File: src/rtl/trig_evt_pkg.sv
// Shared event-record definitions for the trigger event recorder.
// Latency: n/a (constants and helpers only).
// Backpressure: n/a.
//
// Contents: event type codes, type width, pending-slot count and the
// record-width helper used to size the event FIFO.
package trig_evt_pkg;

  localparam int EVT_W   = 2;
  localparam int TOF_W   = 32;
  localparam int N_SLOTS = 3;

  typedef logic [EVT_W-1:0] evt_type_t;

  localparam evt_type_t EVT_P0  = 2'd0;  // detect_pls_0 rising
  localparam evt_type_t EVT_P1  = 2'd1;  // detect_pls_1 rising
  localparam evt_type_t EVT_END = 2'd2;  // detect_pls_1 falling
  // Code 3 is reserved and never produced.

  // Record layout is {type, timestamp, tof}.
  function automatic int rec_width(input int ts_width);
    return EVT_W + ts_width + TOF_W;
  endfunction

endpackage

File: src/rtl/evt_fifo_fwft.sv
// First-word-fall-through FIFO: head word is visible on rd_data whenever !empty.
// Latency: write visible at the head the cycle after wr_en; pop takes effect at the edge.
// Backpressure: write refused when full unless a pop happens in the same cycle.
//
// Ports: clk, resetn (async active-low), clr (sync clear), wr_en/wr_data/full,
//        rd_en/rd_data/empty, count (occupancy, 0..DEPTH).
module evt_fifo_fwft #(
  parameter int DEPTH = 16,
  parameter int WIDTH = 66
) (
  input  logic                     clk,
  input  logic                     resetn,
  input  logic                     clr,
  input  logic                     wr_en,
  input  logic [WIDTH-1:0]         wr_data,
  output logic                     full,
  input  logic                     rd_en,
  output logic [WIDTH-1:0]         rd_data,
  output logic                     empty,
  output logic [$clog2(DEPTH):0]   count
);

  localparam int AW = $clog2(DEPTH);
  localparam logic [AW:0]   FULL_CNT = DEPTH[AW:0];
  localparam logic [AW:0]   CNT_ONE  = 1;
  localparam logic [AW-1:0] PTR_ONE  = 1;

  logic [WIDTH-1:0] mem [DEPTH];
  logic [AW-1:0]    wr_ptr;
  logic [AW-1:0]    rd_ptr;
  logic             do_wr;
  logic             do_rd;

  assign empty   = (count == '0);
  assign full    = (count == FULL_CNT);
  assign do_rd   = rd_en & ~empty;
  // When full, a simultaneous pop frees the head slot, which is exactly the
  // slot wr_ptr points at, so the write can land there.
  assign do_wr   = wr_en & (~full | do_rd);
  assign rd_data = mem[rd_ptr];

  always_ff @(posedge clk or negedge resetn) begin
    if (!resetn) begin
      wr_ptr <= '0;
      rd_ptr <= '0;
      count  <= '0;
    end else if (clr) begin
      wr_ptr <= '0;
      rd_ptr <= '0;
      count  <= '0;
    end else begin
      if (do_wr) wr_ptr <= wr_ptr + PTR_ONE;
      if (do_rd) rd_ptr <= rd_ptr + PTR_ONE;
      case ({do_wr, do_rd})
        2'b10:   count <= count + CNT_ONE;
        2'b01:   count <= count - CNT_ONE;
        default: count <= count;
      endcase
    end
  end

  always_ff @(posedge clk) begin
    if (do_wr && !clr) mem[wr_ptr] <= wr_data;
  end

endmodule

File: src/rtl/trig_event_recorder.sv
// Turns trigger_gen detect strobes into timestamped {type, ts, tof} records in a FWFT FIFO.
// Latency: edge in cycle N -> pending end of N -> FIFO write end of N+1 -> rd_valid in N+2.
// Backpressure: none upstream; a full FIFO discards the head pending event and counts it.
//
// Ports: clk, resetn (async active-low), trig_enable (low = sync clear),
//        detect_pls_0/1 + pulse_tof from trigger_gen, rd_en pop strobe,
//        rd_valid/rd_type/rd_ts/rd_tof head record, fifo_count, overflow, drop_cnt.
module trig_event_recorder
  import trig_evt_pkg::*;
#(
  parameter int DEPTH    = 16,
  parameter int TS_WIDTH = 32
) (
  input  logic                   clk,
  input  logic                   resetn,
  input  logic                   trig_enable,
  input  logic                   detect_pls_0,
  input  logic                   detect_pls_1,
  input  logic [TOF_W-1:0]       pulse_tof,
  input  logic                   rd_en,
  output logic                   rd_valid,
  output logic [EVT_W-1:0]       rd_type,
  output logic [TS_WIDTH-1:0]    rd_ts,
  output logic [TOF_W-1:0]       rd_tof,
  output logic [$clog2(DEPTH):0] fifo_count,
  output logic                   overflow,
  output logic [15:0]            drop_cnt
);

  localparam int REC_W = rec_width(TS_WIDTH);
  localparam logic [TS_WIDTH-1:0] TS_ONE = 1;

  typedef struct packed {
    evt_type_t           typ;
    logic [TS_WIDTH-1:0] ts;
    logic [TOF_W-1:0]    tof;
  } evt_rec_t;

  logic                prev_p0;
  logic                prev_p1;
  logic [TS_WIDTH-1:0] ts_cnt;
  logic [N_SLOTS-1:0]  pend;
  logic [TS_WIDTH-1:0] slot_ts  [N_SLOTS];
  logic [TOF_W-1:0]    slot_tof [N_SLOTS];

  logic [N_SLOTS-1:0]  edge_hit;
  logic [N_SLOTS-1:0]  freed;
  logic [N_SLOTS-1:0]  held;
  logic [N_SLOTS-1:0]  capture;
  logic [N_SLOTS-1:0]  edge_drop;
  logic                pend_any;
  evt_type_t           sel;
  logic                fifo_pop;
  logic                accept;
  logic                full_drop;
  logic [2:0]          drop_inc;
  logic [16:0]         drop_sum;
  evt_rec_t            wr_rec;
  evt_rec_t            head;
  logic                fifo_full;
  logic                fifo_empty;
  logic                fifo_wr;
  logic [REC_W-1:0]    fifo_rd_data;

  // Edges are only acted on while enabled, but prev_* always track the pins
  // so re-enabling never sees a stale level as an edge.
  assign edge_hit[EVT_P0]  = trig_enable &  detect_pls_0 & ~prev_p0;
  assign edge_hit[EVT_P1]  = trig_enable &  detect_pls_1 & ~prev_p1;
  assign edge_hit[EVT_END] = trig_enable & ~detect_pls_1 &  prev_p1;

  assign fifo_pop = rd_en & ~fifo_empty;
  assign accept   = ~fifo_full | fifo_pop;

  always_comb begin
    pend_any = |pend;
    sel      = EVT_P0;
    if      (pend[EVT_P0]) sel = EVT_P0;
    else if (pend[EVT_P1]) sel = EVT_P1;
    else if (pend[EVT_END]) sel = EVT_END;

    // The selected slot leaves this cycle whether it is written or discarded,
    // so it is free to take a new capture in the same cycle.
    freed = pend_any ? (3'b001 << sel) : 3'b000;
    held  = pend & ~freed;

    capture   = edge_hit & ~held;
    edge_drop = edge_hit &  held;
    full_drop = pend_any & ~accept;
    fifo_wr   = pend_any &  accept & trig_enable;

    drop_inc = {2'b00, edge_drop[0]} + {2'b00, edge_drop[1]}
             + {2'b00, edge_drop[2]} + {2'b00, full_drop};
    drop_sum = {1'b0, drop_cnt} + {14'd0, drop_inc};

    wr_rec.typ = sel;
    case (sel)
      EVT_P1: begin
        wr_rec.ts  = slot_ts[1];
        wr_rec.tof = slot_tof[1];
      end
      EVT_END: begin
        wr_rec.ts  = slot_ts[2];
        wr_rec.tof = slot_tof[2];
      end
      default: begin
        wr_rec.ts  = slot_ts[0];
        wr_rec.tof = slot_tof[0];
      end
    endcase
  end

  always_ff @(posedge clk or negedge resetn) begin
    if (!resetn) begin
      prev_p0  <= 1'b0;
      prev_p1  <= 1'b0;
      ts_cnt   <= '0;
      pend     <= '0;
      overflow <= 1'b0;
      drop_cnt <= '0;
      for (int i = 0; i < N_SLOTS; i++) begin
        slot_ts[i]  <= '0;
        slot_tof[i] <= '0;
      end
    end else begin
      prev_p0 <= detect_pls_0;
      prev_p1 <= detect_pls_1;
      if (!trig_enable) begin
        // Pending events are discarded here without counting as drops.
        ts_cnt   <= '0;
        pend     <= '0;
        overflow <= 1'b0;
        drop_cnt <= '0;
      end else begin
        ts_cnt <= ts_cnt + TS_ONE;
        pend   <= held | capture;
        if (drop_inc != 3'd0) overflow <= 1'b1;
        drop_cnt <= drop_sum[16] ? 16'hFFFF : drop_sum[15:0];
        for (int i = 0; i < N_SLOTS; i++) begin
          if (capture[i]) begin
            slot_ts[i]  <= ts_cnt;
            slot_tof[i] <= pulse_tof;
          end
        end
      end
    end
  end

  evt_fifo_fwft #(
    .DEPTH (DEPTH),
    .WIDTH (REC_W)
  ) u_fifo (
    .clk     (clk),
    .resetn  (resetn),
    .clr     (~trig_enable),
    .wr_en   (fifo_wr),
    .wr_data (wr_rec),
    .full    (fifo_full),
    .rd_en   (rd_en),
    .rd_data (fifo_rd_data),
    .empty   (fifo_empty),
    .count   (fifo_count)
  );

  // Head fields are forced to zero while empty so stale memory never shows.
  assign head     = fifo_rd_data;
  assign rd_valid = ~fifo_empty;
  assign rd_type  = rd_valid ? head.typ : '0;
  assign rd_ts    = rd_valid ? head.ts  : '0;
  assign rd_tof   = rd_valid ? head.tof : '0;

endmodule
File: config.mk
export PLATFORM = sky130hd
export DESIGN_NAME = trig_event_recorder
export DESIGN_NICKNAME = d
export VERILOG_FILES = /design/src/rtl/trig_evt_pkg.sv /design/src/rtl/evt_fifo_fwft.sv /design/src/rtl/trig_event_recorder.sv
export SDC_FILE = /design/constraint.sdc
export NUM_CORES = 1
export LEC_CHECK = 0
export BUFFER_PORTS_ARGS = -buffer_cell sky130_fd_sc_hd__buf_2
export CAP_MARGIN = 10
export CELL_PAD_IN_SITES_DETAIL_PLACEMENT = 2
export CELL_PAD_IN_SITES_GLOBAL_PLACEMENT = 2
export CORE_MARGIN = 2
export CORE_UTILIZATION = 50
export DETAILED_ROUTE_END_ITERATION = 8
export GPL_ROUTABILITY_DRIVEN = 1
export PLACE_DENSITY_LB_ADDON = 0.1
export RECOVER_POWER = 50
export SLEW_MARGIN = 20
export SYNTH_ARGS = -nofsm -noshare
export SYNTH_HDL_FRONTEND = slang
export SYNTH_SLANG_ARGS = --single-unit
File: constraint.sdc
create_clock -name clk -period 10 [get_ports clk]
set_input_delay 3 -clock clk [delete_from_list [all_inputs] [get_ports clk]]
set_output_delay 3 -clock clk [all_outputs]
set_load 0.05 [all_outputs]
# After elaboration in Yosys (flattened, before gate mapping)
# Memory sizes are Yosys's and may differ from the RTL's.
# Cells that the tools add are included.
[totals]
regBits = 259
latch_bits = 0
ram_bits = 1056
rom_bits = 0
input_bits = 38
output_inout_bits = 89
wordCells = 88
n_memories = 1
[op_classes]
n_addsub = 9
mul = 0
n_div = 0
n_lt_le_gt_ge = 0
eq_ne = 9
n_shift = 1
mux = 22
bitwise = 24
reduce_logical = 7
[mem_list]
columns = ["memory", "depth", "word_bits", "read_ports", "rd_ports_with_merged_regs", "write_ports", "line", "source"]
rows = [
  ["u_fifo.mem", 16, 66, 1, 0, 1, "evt_fifo_fwft.sv:28", "logic [WIDTH-1:0] mem [DEPTH];"],
]
[op_table]
columns = ["cell", "count"]
rows = [
  ["64-bit one-hot mux with 2 select lines", 1],
  ["32-bit 2-to-1 mux", 3],
  ["32-bit by 1-bit adder with 32-bit output (second input constant)", 1],
  ["16-bit 2-to-1 mux", 2],
  ["16-bit by 3-bit adder with 17-bit output", 1],
  ["4-bit 2-to-1 mux", 4],
  ["1-bit bitwise AND", 11],
  ["5-bit one-hot mux with 2 select lines", 1],
  ["3-bit bitwise AND", 3],
  ["4-bit by 1-bit adder with 4-bit output (second input constant)", 2],
  ["2-bit 2-to-1 mux", 4],
  ["3-bit 2-to-1 mux", 2],
  ["2-bit by 1-bit inequality test with 1-bit output (second input constant)", 3],
  ["1-bit NOT", 6],
  ["3-bit NOT", 2],
  ["2-bit AND reduction", 3],
  ["5-bit by 1-bit adder with 5-bit output (second input constant)", 1],
  ["5-bit equality test (second input constant)", 1],
  ["5-bit logical NOT", 1],
  ["5-bit 2-to-1 mux", 1],
  ["5-bit by 1-bit subtractor with 5-bit output (second input constant)", 1],
  ["2-bit by 1-bit equality test with 1-bit output (second input constant)", 2],
  ["2-bit equality test (second input constant)", 2],
  ["1-bit 2-to-1 mux", 4],
  ["10 further kinds", 10],
]

# Longest topological paths before layout
[depth]
depth_word = 14
depth_mapped = 16
depth_no_buf = 14

# Modules after synthesis
# From an unflattened synthesis, not the netlist that was laid out.
[hier_totals]
hier_cells = 2692
area_unflattened_um2 = 51954.8
[modules_own_cells]
columns = ["module", "n_inst", "cells_each", "area_each_um2", "seq_area_each_um2"]
rows = [
  ["evt_fifo_fwft", 1, 1574, 40591.4, 32035.7],
  ["trig_event_recorder", 1, 1118, 11363.4, 6155.9],
]

# Worst setup path after synthesis
# OpenSTA, ideal clock, no wires.
[synth_path]
path_kind = "input-to-reg"
start = "input port rd_en"
end = "memory u_fifo.mem[10][0], enable pin"
setup_time_ps = 431
t_arrival_ps = 5527
t_required_ps = 9569
slack_ps = 4042
path_stages = 5
n_path_buf = 0
cell_sequence = "inv_1 a31oi_1 nand2_1 nor3b_1 and2_1"
[synth_via]
elab_chain_cells = 8
[synth_lines]
columns = ["item", "line", "source"]
rows = [
  ["start, declared", "trig_event_recorder.sv:20", "input logic rd_en,"],
  ["1-bit bitwise AND *", "evt_fifo_fwft.sv:36, trig_event_recorder.sv:71", ""],
  ["1-bit bitwise OR *", "evt_fifo_fwft.sv:39, trig_event_recorder.sv:72", ""],
  ["1-bit bitwise AND (2 in a row)", "trig_event_recorder.sv:89", "fifo_wr = pend_any & accept & trig_enable;"],
  ["1-bit bitwise AND *", "evt_fifo_fwft.sv:39", "assign do_wr = wr_en & (~full | do_rd);"],
  ["1-bit logical AND *", "evt_fifo_fwft.sv:63", "if (do_wr && !clr) mem[wr_ptr] <= wr_data;"],
  ["1-bit 2-to-1 mux *", "evt_fifo_fwft.sv:63", ""],
  ["1-bit 2-to-1 mux (not written as such) *", "evt_fifo_fwft.sv:63", ""],
  ["end, declared", "evt_fifo_fwft.sv:28", ""],
]
# Mark *: on every way between the ends. The rest lies on a longest branch, timed or not.

# Worst setup path after layout
[layout_path]
start = "register pend[2]"
end = "memory u_fifo.mem[4][32], data pin"
[layout_via]
elab_chain_cells = 5
elab_cells_between_ends = 6
cone_classes = "2 x eq/ne; 4 x mux"
[layout_lines]
columns = ["item", "line", "source"]
rows = [
  ["start, declared", "trig_event_recorder.sv:42", "logic [N_SLOTS-1:0] pend;"],
  ["start signal, assigned", "trig_event_recorder.sv:135", "pend <= held | capture;"],
  ["2-bit 2-to-1 mux *", "trig_event_recorder.sv:79", "else if (pend[EVT_END]) sel = EVT_END;"],
  ["2-bit 2-to-1 mux *", "trig_event_recorder.sv:78", "else if (pend[EVT_P1]) sel = EVT_P1;"],
  ["2-bit 2-to-1 mux *", "trig_event_recorder.sv:77", "if (pend[EVT_P0]) sel = EVT_P0;"],
  ["2-bit equality test or 2-bit by 1-bit equality test with 1-bit output (tied branches)", "trig_event_recorder.sv:96", "case (sel)"],
  ["64-bit one-hot mux with 2 select lines *", "trig_event_recorder.sv:96", ""],
  ["net u_fifo.wr_data[32]", "evt_fifo_fwft.sv:15", "input logic [WIDTH-1:0] wr_data,"],
]
# Mark *: on every way through the listed nets, which the timed path passes. The rest lies on a longest branch.

==> results.yml <==
setup_path:
  crit_type: "flop to flop"
  worstPathArrival_ps: 8310
  cp-start-kind: "flop"
  critPathRequiredTime_ps: 10460
  path_max_fanout: 39
  crit_path_end_kind: "flop"
clocking:
  ctsHoldBuffers: 0
  clock_path_buffers: 3
  cts_resized: 0
  clkSlewWorstSetupHoldPaths_ps: 60
  cts_buffers: 139
  cts.htree.levels: 4
  cts_tree: "done"
  clock_latency_ps: 770
  cts.sinks: 1315
  root_buffer: "clkbuf_16"
  cts_setup_buffers: 0
route:
  vias_per_cell: 6.411
  wirelength_mm: 159.7
  vias: 28210
  first_pass_iters: 5
  postRouteAntennaNets: 0
  drt-wirelength-per-cell_um: 36.29
  drc_errors: 0
  drt_iter0_drc: 2754
synth:
  synth.most_common_cell: "edfxtp_1"
  yosys-top-cells-area: "edfxtp_1 (61%), dfrtp_1 (13%), mux4_2 (12%)"
  ys_ff_latch: 1315
  synth_top_area_share: 0.6139
  yosysWarnings: 0
  syn-cell-area_sq_mm: 0.05165
  synth_cell_types: 56
  synthArstFlopShare: 0.1970
  ys.flop_type: "edfxtp_1"
  synth_seq_area_share: 0.7394
  syn_nets: 2817
  avgSynthCellArea_sq_um: 18.70
  synth-edff-count: 1056
  synth_top_cells_by_count: "edfxtp_1 (1056), nand2_1 (348), mux4_2 (264)"
  syn_inst: 2762
  yosysTopAreaCell: "edfxtp_1"
outcome:
  status: "complete, but fails checks"
  violations: "max-capacitance violations, max-slew violations"
sta:
  fin_crit_sh: 0.7845
  max_freq_mhz: 127.5
  worst_pin_slew_ps: 5645
  slew_viol_final: 358
  period_needed_ps: 7845
  hold_violations: 0
  skew_ps: 31.63
  setup_violations: 0
  rsz0062_at_grt: "no"
  slew_headroom: -2.763
  fin_hold_ws_ps: 481.8
  final.setup.tns_ps: 0
global_routing:
  grtUsageTotal: 0.3058
  grt-ovfl-total: 0
  grt_max_degree: 166
  grt_pass1_vias: 31730
  grt_pass1_wl_mm: 232.0
  antenna_found_initial: 2
placement:
  dpl_cell_area_sq_mm: 0.05377
  gp_congestion: 0.7270
  placed_cells: 4140
  dp_hpwl_mm: 82.65
  io_buffers: 126
layout:
  antennaDiodeCount: 0
  nets: 2969
  multi_input_comb_area_sq_mm: 0.01277
  fin_util: 0.5711
  fillCellCount: 8614
  ff_latch_area_sq_mm: 0.03820
  final_cells: 4400
  syn2layout_area_growth_pct: 12.98
  drive_gt1_frac: 0.2556
  finalInstanceArea_sq_mm: 0.05836
die:
  die_x_um: 325.4
  initial_core_util: 0.5055
  dieArea_sq_mm: 0.1059
  coreArea_sq_mm: 0.1022
  ios: 127
  rows: 117
  die_h_um: 325.4
pwr:
  ir_worst_vdd_v: 0.0001838
  p_leak_nw: 20.38
  power_density_mw_per_mm2: 252.1
worst_hold_path:
  hold_class: "flop to flop"
flow_run:
  maxCapViolations: 8
final cells by class:
cell class                      instances  share of cell area
Sequential cell                      1315              0.6546
Multi-Input combinational cell       1272              0.2188
Clock buffer                          199             0.06951
Tap cell                             1368             0.02933
Timing Repair Buffer                  164             0.01640
Clock inverter                         60            0.009884
Inverter                               22            0.001415
power by group:
part | internal (W) | switching, W | total (W)
clock network | 0.00309 | 0.00223 | 0.00532
registers | 0.00613 | 0.000146 | 0.00628
logic | 0.00103 | 0.00208 | 0.00311
critical path, stage by stage (launching register included):
cell and delay, ps:
dfrtp_1 420, nor3b_1 160, clkbuf_1 970, nor2_1 2730, clkbuf_1 2180, nand2_1 340, nand2_1 660
logic make-up after synthesis:
| logic type | after synthesis | synth area share |
|---|---|---|
| adders and majority gates | 17 | 0.004554 |
| AOI/OAI and AO/OA | 196 | 0.02485 |
| muxes | 518 | 0.1672 |
| other | 1 | 0.00007260 |
| xor gates and xnor gates | 44 | 0.007461 |
| and+or+nand+nor | 496 | 0.04196 |
| buffers and inverters | 175 | 0.01449 |
| DFF | 1315 | 0.7394 |
cells in the final DEF (no fill, tap or decap), types with 16 or more instances in the layout:
cell	count
nand3_1	17
and2_4	16
mux2_2	118
a21oi_1	27
edfxtp_1	1056
a22oi_1	64
xor2_1	21
o22ai_1	67
xnor2_1	23
clkbuf_16	149
clkbuf_1	47
inv_1	21
clkinv_2	23
mux2i_1	136
mux4_2	264
dfrtp_1	256
nand2_1	346
nor2_1	49
buf_4	27
o21ai_0	19
buf_2	121
flip-flops by register name (all words and copies together) (netlist names):
signal         flops
overflow           1
drop_cnt          16
u_fifo.wr_ptr      4
u_fifo.rd_ptr      4
prev_p1            1
u_fifo.count       5
slot_tof          96
ts_cnt            32
slot_ts           96
u_fifo.mem      1056
pend               3
prev_p0            1
routing by layer:
metal / wire length (um) / up-vias / GRT usage
met2: 83120 / 1112 / 0.5287
met4: 4396 / 2 / 0.1003
met3: 8202 / 278 / 0.04098
li1: - / 11180 / -
met1: 63960 / 15640 / 0.4030
met5: 14 / - / 0
per-stage QoR:
stage	setup WS (ps)	total power, W
6_report	2155	0.01471
5_1_grt	1558	0.01514
4_1_cts	2833	0.01482
3_5_place_dp	3071	0.009496
3_3_place_gp	3240	0.009363
2_1_floorplan	4042	0.008582
path summary, 6_finish.rpt:
check | depth (start not counted) | end | slack, ps | start
setup / recovery | 6 | u_fifo.mem[4][32] | 2150 | pend[2]
hold / removal | 2 | slot_tof[76] | 480 | slot_tof[76]
setup reg to reg | 6 | u_fifo.mem[4][32] | 2150 | pend[2]
hold reg to reg | 2 | slot_tof[76] | 480 | slot_tof[76]
max in group asynchronous | 1 | slot_tof[16] | 2460 | resetn
min in group asynchronous | 1 | slot_ts[12] | 4280 | resetn
No activity file was read; power rests on OpenSTA's default activity.
